`src/rtl/window_3x3.sv`:
```
// 3x3 neighbourhood builder fed by three line-aligned pixel streams; emits only
// windows fully inside the frame. Define WINDOW_3X3_COORD_EN to add col_o/row_o.
module window_3x3 #(
   parameter int unsigned Width       = 8,
   parameter int unsigned LineWidth   = 640,
   parameter int unsigned FrameHeight = 480
) (
   input  logic                           clk_i,
   input  logic                           rst_ni,
   input  logic [Width-1:0]               row0_i,
   input  logic [Width-1:0]               row1_i,
   input  logic [Width-1:0]               row2_i,
   input  logic                           valid_i,
   output logic                           ready_o,
   output logic                           valid_o,
   output logic [9*Width-1:0]             window_o,
   input  logic                           ready_i
`ifdef WINDOW_3X3_COORD_EN
   ,
   output logic [$clog2(LineWidth)-1:0]   col_o,
   output logic [$clog2(FrameHeight)-1:0] row_o
`endif
);

   localparam int unsigned CW = $clog2(LineWidth);
   localparam int unsigned RW = $clog2(FrameHeight);
   localparam logic [CW-1:0] COL_LAST = CW'(LineWidth - 1);
   localparam logic [RW-1:0] ROW_LAST = RW'(FrameHeight - 1);

   logic [CW-1:0]              r_col_cnt;
   logic [RW-1:0]              r_row_cnt;
   // Two newest columns; the oldest column of a window lives only in window_o.
   logic [1:0][3*Width-1:0]    r_shift;
   logic                       r_valid;
   logic [9*Width-1:0]         r_window;

   logic                       w_in_fire;
   logic                       w_out_fire;
   logic                       w_emit;
   logic                       w_col_last;
   logic                       w_row_last;
   logic [3*Width-1:0]         w_new_col;
   logic [9*Width-1:0]         w_window;

   assign ready_o    = ~r_valid | ready_i;
   assign valid_o    = r_valid;
   assign window_o   = r_window;

   assign w_in_fire  = valid_i & ready_o;
   assign w_out_fire = r_valid & ready_i;
   assign w_col_last = (r_col_cnt == COL_LAST);
   assign w_row_last = (r_row_cnt == ROW_LAST);
   assign w_emit     = w_in_fire & (r_col_cnt >= CW'(2)) & (r_row_cnt >= RW'(2));

   // Column packing: row r=0 (oldest line) in the low bits.
   assign w_new_col  = {row0_i, row1_i, row2_i};

   always_comb begin
      w_window = '0;
      for (int unsigned r = 0; r < 3; r++) begin
         w_window[(r*3+0)*Width +: Width] = r_shift[0][r*Width +: Width];
         w_window[(r*3+1)*Width +: Width] = r_shift[1][r*Width +: Width];
         w_window[(r*3+2)*Width +: Width] = w_new_col[r*Width +: Width];
      end
   end

   always_ff @(posedge clk_i or negedge rst_ni) begin
      if (!rst_ni) begin
         r_col_cnt <= '0;
         r_row_cnt <= '0;
         r_shift   <= '0;
      end else if (w_in_fire) begin
         r_shift[0] <= r_shift[1];
         r_shift[1] <= w_new_col;
         if (w_col_last) begin
            r_col_cnt <= '0;
            r_row_cnt <= w_row_last ? '0 : r_row_cnt + RW'(1);
         end else begin
            r_col_cnt <= r_col_cnt + CW'(1);
         end
      end
   end

   always_ff @(posedge clk_i or negedge rst_ni) begin
      if (!rst_ni) begin
         r_valid  <= 1'b0;
         r_window <= '0;
      end else if (w_emit) begin
         r_valid  <= 1'b1;
         r_window <= w_window;
      end else if (w_out_fire) begin
         r_valid  <= 1'b0;
      end
   end

`ifdef WINDOW_3X3_COORD_EN
   logic [CW-1:0] r_col_o;
   logic [RW-1:0] r_row_o;

   always_ff @(posedge clk_i or negedge rst_ni) begin
      if (!rst_ni) begin
         r_col_o <= '0;
         r_row_o <= '0;
      end else if (w_emit) begin
         r_col_o <= r_col_cnt;
         r_row_o <= r_row_cnt;
      end
   end

   assign col_o = r_col_o;
   assign row_o = r_row_o;
`endif

endmodule

```
`config.mk`:
```
export PLATFORM = sky130hd
export DESIGN_NAME = window_3x3
export DESIGN_NICKNAME = d
export VERILOG_FILES = /design/src/rtl/window_3x3.sv
export SDC_FILE = /design/constraint.sdc
export NUM_CORES = 1
export LEC_CHECK = 0
export CORE_UTILIZATION = 52
export CTS_BUF_LIST = sky130_fd_sc_hd__clkbuf_16
export DETAILED_ROUTE_END_ITERATION = 16
export DONT_BUFFER_PORTS = 1
export PLACE_DENSITY_LB_ADDON = 0.05
export SETUP_SLACK_MARGIN = 0.4
export SYNTH_ARGS = -nofsm -noshare
export SYNTH_HDL_FRONTEND = slang
export SYNTH_SLANG_ARGS = --single-unit
```
`constraint.sdc`:
```
create_clock -name clk_i -period 3 [get_ports clk_i]
set_input_delay 0.6 -clock clk_i [delete_from_list [all_inputs] [get_ports clk_i]]
set_output_delay 0.6 -clock clk_i [all_outputs]
set_load 0.01 [all_outputs]
```
==> Word-level counts from Yosys, hierarchy flattened <==
Cells that the tools add are included.
{ "word_totals": {"elab_cells": 24, "inputBits": 28, "output_inout_bits": 74, "register_bits": 140} }
{ "classes": {"mux": 4, "eq_ne": 2, "n_bitwise": 6, "magnitude_cmp": 2, "reduce_logical": 2, "n_addsub": 2} }
{ "op_table": {"columns": ["op", "n"], "rows": [
  ["10-bit by 1-bit adder with 10-bit output, second input constant", 1],
  ["10-bit == test, second input constant", 1],
  ["10-bit by 2-bit greater-or-equal comparator with 1-bit output, second input constant", 1],
  ["10-bit two-way mux", 1],
  ["9-bit by 1-bit adder with 9-bit output, second input constant", 1],
  ["9-bit == test, second input constant", 1],
  ["9-bit by 2-bit greater-or-equal comparator with 1-bit output, second input constant", 1],
  ["9-bit two-way mux", 1],
  ["1-bit bitwise AND", 4],
  ["1-bit two-way mux", 2],
  ["2-bit AND reduction", 1],
  ["2-bit nonzero test", 1],
  ["1-bit inverter", 1],
  ["1-bit OR", 1]
]} }

==> Logic depth before layout (Yosys ltp) <==
{ "logic_depth": {"depth_word": 6, "mapped_depth": 7, "ltp_nobuf": 5} }

==> Worst setup path before layout <==
Ideal clock, no wire load.
{ "synth_timing": {"kind": "in2reg", "start": "in ready_i", "end": "reg r_window[1] (netlist: window_o[1])", "required_ns": 2.875, "path_slack_ns": 0.980, "stages": 6, "n_path_buf": 1, "setup_time_ns": 0.125, "arrival_time_ns": 1.895, "cell_sequence": "nor2b_1 > inv_1 > nand2_1 > a221oi_4 > buf_6 > mux2_4"} }
{ "synth_between": {"elab_chain_len": 4} }
{ "synth_rtl": {"columns": ["element", "line", "source"], "rows": [
  ["from (decl)", "17", "input logic ready_i"],
  ["1-bit OR", "45", "assign ready_o = ~r_valid | ready_i;"],
  ["named net ready_o", "14", "output logic ready_o,"],
  ["1-bit bitwise AND", "49", "assign w_in_fire = valid_i & ready_o;"],
  ["1-bit bitwise AND (2 in series)", "53", "assign w_emit = w_in_fire & (r_col_cnt >= CW'(2)) & (r_row_cnt >= RW'(2));"],
  ["to (signal assigned)", "90", "r_window <= w_window;"],
  ["to (decl)", "35", "logic [9*Width-1:0] r_window;"]
]} }
The timed path passes the listed nets, and every way through them passes these cells.
A chain may end at the register's enable or synchronous reset.

==> Final worst setup path <==
{ "layout_timing": {"start": "reg r_valid (netlist: valid_o)", "end": "reg r_window[27] (netlist: window_o[27])"} }
{ "layout_between": {"elab_chain_len": 5} }
{ "layout_rtl": {"columns": ["element", "line", "source"], "rows": [
  ["from (decl)", "34", "logic r_valid;"],
  ["from (signal assigned)", "86", "r_valid <= 1'b0;"],
  ["from (signal assigned)", "89", "r_valid <= 1'b1;"],
  ["from (signal assigned)", "92", "r_valid <= 1'b0;"],
  ["1-bit inverter", "45", null],
  ["1-bit OR", "45", null],
  ["named net ready_o", "14", null],
  ["1-bit bitwise AND", "49", null],
  ["1-bit bitwise AND (2 in series)", "53", null]
]} }
The timed path passes the listed nets, and every way through them passes these cells.

==> reports/results.tsv <==
metric	value	unit
outcome	finished, violations left	
failing checks	negative hold slack	
Post-Synthesis Cell Area	0.00597	mm²
R2R setup slack	680	ps
detailed-router iteration count before antenna repair	4	
Worst Path Required	3290	ps
CTS tree	built	
vias in the first global route	3648	
Top Ports	102	
Final setup viols	0	
grt total ovfl	0	
Min-Delay Path Class	input pin to asynchronous set/reset pin	
slew margin rel.	0.527	
Wirelength per Cell	16.8	µm
R2R Path Start	valid_o$_DFFE_PN0P_	
Seq/Total Area, Yosys	0.587	
Reg2Reg Depth	6	
FF-to-FF End	window_o[27]$_DFFE_PN0P_	
CTS sink cnt	140	
pwr dens	973	mW/mm²
area of placed instances	0.00610	mm²
Die Wd	109	µm
crit-path max FO	30	
post-placement cell count	646	
CP Launch Type	flop	
global-route wire length before repair	18400	µm
Hold Slack	-116	ps
Arrival @ worst endpoint	2610	ps
pre-CTS worst setup slack	650	ps
layout cells sized above 1	0.214	
Pins Over Slew Limit	0	
clk_skew	5.36	ps
Final TNS setup	0	ps
core area	0.0110	mm²
post-synth top area cell	dfrtp_1	
Max Fclk	431	MHz
Max-cap violations	0	
Post-Synthesis Cells	523	
clock root cell	clkbuf_16	
post-route cell area	0.00664	mm²
# diodes	0	
Clk pin slew, worst setup/hold paths	50	ps
H-tree Lvls	4	
Yosys reg bits	140	
global router's overall resource usage	0.208	
initial core utilization	0.541	
VDD IR-drop max	0.510	mV
worst setup margin	681	ps
Die H	109	µm
drt drc	0	
actual slew at the worst max-slew pin	709	ps
Mean Syn Cell Area	11.4	µm²
layout net count	557	
synthesis-to-layout area growth	11.2	%
final worst path period share	0.773	
Pleak	3.23	nW
Max clock buf depth	2	
ranking of synthesized cells by area	dfrtp_1 (59%), nand2_1 (9.7%), o22ai_2 (8.4%)	
Routed Wire Length	11400	µm
I/O Buffers	0	
Worst-Skew Late Latency	410	ps
DR iter-0 viols	214	
initial antenna violation count	0	
Layout Cells excl Fill	678	
largest net degree at the start of global routing	141	
Final Hold Fails	140	
area of the die	0.0119	mm²
gpl congestion	0.805	
critical path class	flop to flop	
RSZ-0062 raised after global routing	no	
post-route ant nets	0	
Final min period	2320	ps
hpwl dp	7130	µm
crit path capture type	flop	
post-synth top area share	0.587	
Syn Nets	555	
vias	3641	
yosys warns	0	
cts bufs inserted	17	
Unique masters post-synth	41	
Cell Rows	38	
via/cell ratio	5.37	
==> kinds of logic after synthesis <==
family	after synthesis	share of synthesized area
fa+ha+maj	4	0.00839
xor+xnor	7	0.0103
simple gates	199	0.144
compound gates	65	0.115
mux	33	0.0763
buf+inv	75	0.0587
flops	140	0.587
==> per-stage QoR <==
step | total power [mW] | util
after floorplan | 4.26 | -
after global placement | 4.54 | 0.553
after detailed placement | 4.59 | 0.553
after CTS | 6.54 | 0.602
after global routing | 6.82 | 0.602
final | 6.46 | 0.602
==> worst max-delay path by stage <==
stage	startpoint	end	slack, ps	cells past startpoint
4_1_cts	valid_o$_DFFE_PN0P_	window_o[27]$_DFFE_PN0P_	660	6
6_report	valid_o$_DFFE_PN0P_	window_o[27]$_DFFE_PN0P_	680	6
3_3_place_gp	ready_i	window_o[27]$_DFFE_PN0P_	700	6
2_1_floorplan	ready_i	window_o[1]$_DFFE_PN0P_	980	6
5_1_grt	valid_o$_DFFE_PN0P_	window_o[58]$_DFFE_PN0P_	540	7
3_5_place_dp	ready_i	window_o[31]$_DFFE_PN0P_	650	6
==> sequential cells by signal, indices dropped and copies added, names as in the netlist <==
register	flops
r_col_cnt	10
r_shift	48
r_row_cnt	9
window_o	72
valid_o	1
==> report_power, final <==
part	switching (mW)	total (mW)	internal [mW]	leakage, nW
Sequential	0.679	3.19	2.51	1.76
Combinational	0.626	1.34	0.716	1.20
Clock	0.737	1.92	1.19	0.275
Total	2.04	6.46	4.42	3.23
==> cell type report <==
class | count | area, µm²
tap | 140 | 175
fill | 921 | 4400
clock buffer | 17 | 425
timing repair buffer | 10 | 113
sequential | 140 | 3500
inverter | 48 | 180
clock inverter | 15 | 114
multi-input combinational | 308 | 2120
==> layout by cell type (no fill, tap or decap), drive strengths merged, types with 3 or more instances in the layout <==
master    n
buf      10
inv      50
nand3     6
nor2      9
nor3      7
or4       4
o21ai     8
clkbuf   17
o22ai    43
nand2   154
and3      4
xnor2     4
nand4     6
clkinv   11
xor2      3
mux2     31
nor4      3
and2      3
ha        4
dfrtp   140
==> synth_stat cells, drive strengths merged <==
cell type  instances
and3               4
inv               48
mux2i              2
a211o              1
o211ai             1
a2bb2oi            1
nor3               7
o21ai              8
a221oi             1
clkbuf            15
mux2              31
nor2               9
buf               12
nand3              6
a31o               1
dfrtp            140
a41oi              1
xnor2              4
nand4              6
a31oi              2
or3                1
or4                4
ha                 4
nor4               3
nor2b              2
nand2            154
a22o               2
a21oi              2
o22ai             43
o2111ai            1
a211oi             1
xor2               3
and2               3
==> layer usage <==
metal,GRT usage,share of wire
met5,0,0
met2,0.299,0.45
met4,0.103,0.019
met1,0.274,0.46
met3,0.0825,0.072
==> critical path, stage by stage, from the launching register on <==
cell,delay (ps)
dfrtp_1,460
nor2b_1,220
inv_1,190
nand2_2,110
a221oi_4,560
buf_12,320
mux2_4,320
==> repair_timing <==
action / in CTS / in global routing
setup buffers: 0 / 0
gates resized for setup: 0 / 0
hold endpoints to repair: 140 / 140
Note: power is estimated with default switching activity, not from simulation.
